File: src/rtl/hs32_memarb.sv
// hs32_memarb: NCH-channel arbiter sharing one memory port through an IDLE/BUSY/DONE handshake.
// Define HS32_MEMARB_RR_EN for round-robin arbitration; otherwise the lowest-index request wins.
module hs32_memarb #(
    parameter int NCH = 4,
    parameter int AW  = 32,
    parameter int DW  = 32
) (
    input  logic              clk,
    input  logic              reset_n,
    output logic [AW-1:0]     addr,
    output logic              rw,
    output logic [DW-1:0]     dout,
    input  logic [DW-1:0]     din,
    output logic              valid,
    input  logic              ready,
    input  logic [NCH*AW-1:0] addr_in,
    input  logic [NCH-1:0]    rw_in,
    input  logic [NCH*DW-1:0] dtw,
    input  logic [NCH-1:0]    req,
    output logic [DW-1:0]     dtr,
    output logic [NCH-1:0]    rdy,
    output logic [NCH-1:0]    gnt
);
    localparam int IW = $clog2(NCH);
    typedef enum logic [1:0] {IDLE, BUSY, DONE} state_t;
    state_t         r_state, w_next;
    logic [IW-1:0]  w_sel;
    logic           w_take;
    logic [AW-1:0]  r_addr;
    logic           r_rw;
    logic [DW-1:0]  r_dout, r_dtr;
    logic [NCH-1:0] r_gnt;
    assign w_take = (r_state == IDLE) && (|req);
`ifdef HS32_MEMARB_RR_EN
    logic [IW-1:0] r_ptr;
    logic [IW-1:0] w_idx;
    // Descending scan: the last hit is the first requester after the last owner.
    always_comb begin
        w_sel = '0;
        w_idx = '0;
        for (int k = NCH - 1; k >= 0; k--) begin
            w_idx = IW'((int'(r_ptr) + 1 + k) % NCH);
            if (req[w_idx]) w_sel = w_idx;
        end
    end
    always_ff @(posedge clk or negedge reset_n)
        if (!reset_n) r_ptr <= IW'(NCH - 1);
        else if (w_take) r_ptr <= w_sel;
`else
    always_comb begin
        w_sel = '0;
        for (int k = NCH - 1; k >= 0; k--)
            if (req[IW'(k)]) w_sel = IW'(k);
    end
`endif
    always_ff @(posedge clk or negedge reset_n)
        if (!reset_n) r_state <= IDLE;
        else r_state <= w_next;
    always_comb begin
        w_next = r_state;
        case (r_state)
            IDLE:    w_next = (|req) ? BUSY : IDLE;
            BUSY:    w_next = ready ? DONE : BUSY;
            default: w_next = IDLE;
        endcase
    end
    always_comb begin
        valid = (r_state == BUSY);
        rdy   = (r_state == DONE) ? r_gnt : '0;
    end
    always_ff @(posedge clk or negedge reset_n)
        if (!reset_n) begin
            r_addr <= '0;
            r_rw   <= 1'b0;
            r_dout <= '0;
            r_dtr  <= '0;
            r_gnt  <= '0;
        end else if (w_take) begin
            r_addr <= addr_in[int'(w_sel) * AW +: AW];
            r_rw   <= rw_in[w_sel];
            r_dout <= dtw[int'(w_sel) * DW +: DW];
            r_gnt  <= NCH'(1) << w_sel;
        end else if (r_state == BUSY && ready) begin
            r_dtr <= din;
        end else if (r_state == DONE) begin
            r_gnt <= '0;
        end
    assign addr = r_addr;
    assign rw   = r_rw;
    assign dout = r_dout;
    assign dtr  = r_dtr;
    assign gnt  = r_gnt;
endmodule

File: config.mk
export PLATFORM = sky130hd
export DESIGN_NAME = hs32_memarb
export DESIGN_NICKNAME = d
export VERILOG_FILES = /design/src/rtl/hs32_memarb.sv
export SDC_FILE = /design/constraint.sdc
export NUM_CORES = 1
export LEC_CHECK = 0
export BUFFER_PORTS_ARGS = -buffer_cell sky130_fd_sc_hd__buf_4
export CAP_MARGIN = 40
export CELL_PAD_IN_SITES_DETAIL_PLACEMENT = 1
export CELL_PAD_IN_SITES_GLOBAL_PLACEMENT = 1
export CORE_AREA = 2 2 159 161
export DETAILED_ROUTE_END_ITERATION = 16
export DIE_AREA = 0 0 161 163
export PLACE_DENSITY_LB_ADDON = 0.1
export SLEW_MARGIN = 20
export SYNTH_ARGS = -nofsm -noshare
export SYNTH_HDL_FRONTEND = slang
export SYNTH_SLANG_ARGS = --single-unit
File: constraint.sdc
create_clock -name clk -period 1.9 [get_ports clk]
set_clock_uncertainty 0.1 [all_clocks]
set_input_delay 0.095 -clock clk [delete_from_list [all_inputs] [get_ports clk]]
set_output_delay 0.095 -clock clk [all_outputs]
set_load 0.005 [all_outputs]
==> impl_metrics.py <==
metrics = {
    "final_layout": {
        "layout.nets": 1028,
        "layout_commonest_cell": "buf_4",
        "drive_above_1_share_pct": 49.3,
        "final_cell_mix": "buf_4 (274), dlygate4sd3_1 (156), dfrtp_1 (101), mux2_1 (97), mux2_2 (65)",
        "nFillCells": 2698,
        "insertedDiodeCount": 0,
        "syn_to_final_growth_pct": 94.2,
        "final_cells": 1064,
        "postLayoutCellArea_um2": 8880,
    },
    "logic_synthesis": {
        "synthTopCellsByArea": "dfrtp_1 (55%), mux2_1 (24%), mux2_2 (16%), buf_4 (1.5%), buf_2 (1.1%)",
        "synth_top_family_by_area": "multiplexers",
        "synthMuxAreaShare_pct": 39.9,
        "syn_inst": 301,
        "yosysSeqAreaShare_pct": 55.3,
        "syn_area_per_cell_um2": 15.2,
        "synth_top_area_share_pct": 55.3,
        "ys_ff_latch": 101,
        "syn-cell-area_um2": 4570,
        "synth_edf_count": 0,
        "yosys_warnings": 0,
        "post-synth-top-area-cell": "dfrtp_1",
        "async_flop_share_pct": 100,
        "synth_compound_area_share_pct": 0.793,
        "synth_fa_ha_area_share_pct": 0,
        "ys_types": 19,
        "yosys.area_share.simple_pct": 0.985,
        "ys.flop_type": "dfrtp_1",
        "synth-xor-area-share_pct": 0,
    },
    "critical_path": {
        "critPathSlowestCell": "dlygate4sd3_1",
        "critPathMostFrequentCell": "dlygate4sd3_1",
        "worst_setup_path_start_kind": "input pin",
        "crit_type": "in -> reg",
        "cp_data_required_time_ns": 2.03,
        "path_cells": "dlygate4sd3_1 -> buf_4 -> mux2_2 -> dlygate4sd3_1 -> mux2_1",
        "critical_path.max_fanout": 1,
        "crit_arrival_ns": 1.87,
        "max_stage_delay_ns": 0.55,
        "rr_worst_depth": 4,
        "crit_path_end_kind": "flop",
    },
    "hold_path": {
        "hold_class": "in -> reg",
        "min_path_cells": 3,
    },
    "global_route": {
        "grt_max_degree": 102,
        "grt_pass1_wl_um": 24600,
        "antenna_found_initial": 0,
        "grt_pass1_vias": 4820,
        "grt_usage_pct": 11.7,
        "overflow": 0,
    },
    "placed_design": {
        "portBuffers": 270,
        "dp_hpwl_um": 10300,
        "post_dp_cell_area_um2": 7040,
        "place_inst": 892,
        "routabilityCongestion": 0.695,
        "place_ws_ns": 0.266,
    },
    "detailed_routing": {
        "wl_um": 15200,
        "num_vias": 4100,
        "avgRoutedWirePerCell_um": 14.3,
        "ant_nets": 0,
        "viasPerCell": 3.85,
        "drt_pass1_iterations": 3,
        "drc": 0,
        "drtIter0Drc": 65,
    },
    "clock_network": {
        "root_buffer": "clkbuf_16",
        "ctsHtreeMaxLevel": 3,
        "clk_latency_ns": 0.34,
        "cts.sinks": 101,
        "tritoncts": "done",
        "cts_buffers": 9,
        "clk_path_buf_depth": 2,
        "postCtsSetupBuffers": 0,
        "path_clk_slew_ns": 0.07,
    },
    "floorplan": {
        "start_util_pct": 18.5,
        "fp.dieH_um": 163,
        "rows": 58,
        "ios": 405,
        "design.die.area_um2": 26200,
        "die_x_um": 161,
        "coreArea_um2": 24700,
    },
    "power": {
        "power.leakage_nw": 4.07,
        "power_density_nw_per_um2": 1140,
        "vdd_ir_drop_max_mv": 0.519,
    },
    "sta": {
        "relSlewSlack_pct": 63.1,
        "worst_slack_ns": 0.157,
        "setup_viol": 0,
        "max_freq_ghz": 0.574,
        "rsz0062_at_grt": "no",
        "drv_slew": 0,
        "hold_violations": 0,
        "tns_ns": 0,
        "min_period_ns": 1.74,
        "fin_crit_sh_pct": 91.7,
        "tightest_slew_ns": 0.553,
    },
    "job": {
        "maxCapViolations": 0,
    },
    "run_status": {
        "status": "complete, no violations",
    },
}
[final cells by class]
| type | instances | area, um^2 | share of cell area (%) |
|---|---|---|---|
| clock inverter | 6 | 43.8 | 0.493 |
| timing repair buffer | 435 | 3720 | 41.9 |
| sequential | 101 | 2530 | 28.5 |
| inverter | 3 | 11.3 | 0.127 |
| tap | 330 | 413 | 4.65 |
| clock buffer | 10 | 239 | 2.69 |
| multi-input combinational | 179 | 1930 | 21.7 |
[registers in the layout (all words and copies together), names as in the netlist]
register / count
rw: 1
r_state: 2
dout: 32
gnt: 2
dtr: 32
addr: 32
[path summary, 6_finish.rpt]
kind	to	start	slack [ns]
min reg2reg	dout[24]$_DFFE_PN0P_	dout[24]$_DFFE_PN0P_	0.39
min	addr[8]$_DFFE_PN0P_	addr_in[8]	0.02
max in group asynchronous	dout[9]$_DFFE_PN0P_	reset_n	1.04
min in group asynchronous	dtr[11]$_DFFE_PN0P_	reset_n	0.25
max reg2reg	dtr[12]$_DFFE_PN0P_	r_state[1]$_DFF_PN0_	0.27
max	addr[10]$_DFFE_PN0P_	addr_in[10]	0.16
[layer usage]
| layer | routed length [um] | global-route usage [%] | part of all wire [%] | vias up |
|---|---|---|---|---|
| met2 | 7680 | 20.9 | 51 | 166 |
| met4 | 222 | 4.10 | 1.5 | 0 |
| met1 | 6020 | 13.2 | 40 | 2002 |
| met5 | 0 | 0 | 0 | - |
| met3 | 1260 | 3.79 | 8.3 | 12 |
| li1 | - | - | - | 1920 |
[synthesized netlist by cell type, types with 2 or more instances]
| master | number |
|---|---|
| nand2_1 | 2 |
| buf_4 | 9 |
| and3b_1 | 2 |
| mux2_2 | 65 |
| inv_1 | 2 |
| nor2_1 | 2 |
| mux2_1 | 97 |
| buf_2 | 10 |
| buf_1 | 2 |
| dfrtp_1 | 101 |
[where the power goes]
part | internal (mW) | switching, mW | leakage (nW)
Sequential | 3.26 | 0.583 | 1.18
Clock | 0.936 | 0.872 | 0.140
Combinational | 2.87 | 1.65 | 2.74
Total | 7.07 | 3.10 | 4.07
[through the flow]
step	hold slack [ns]	util (%)	total power [mW]
floorplan	-0.301	-	5.53
global placement	0.116	28.5	8.15
detailed placement	0.122	28.5	8.24
CTS	0.00284	36.0	10.5
global route	0.0187	36.0	11.0
finish	0.0171	36.0	10.2
[worst max-delay path, delay by kind of cell]
family	cells	cell delay, ns
buffers and inverters	3	1.24
multiplexers	2	0.54
[cell families (layout without fill, tap and decap cells)]
group	Yosys count	after routing
flip-flops	101	101
other	1	4
multiplexers	162	162
AO/OA/AOI/OAI	5	5
buffers and inverters	24	454
AND/OR/NAND/NOR	8	8
[repair_timing]
item | CTS | global route
gates resized for setup | 0 | 0
setup endpoints to repair | 0 | 0
hold endpoints to repair | 196 | 0
hold buffers | 156 | 0
Note: power is estimated with default switching activity, not from simulation.
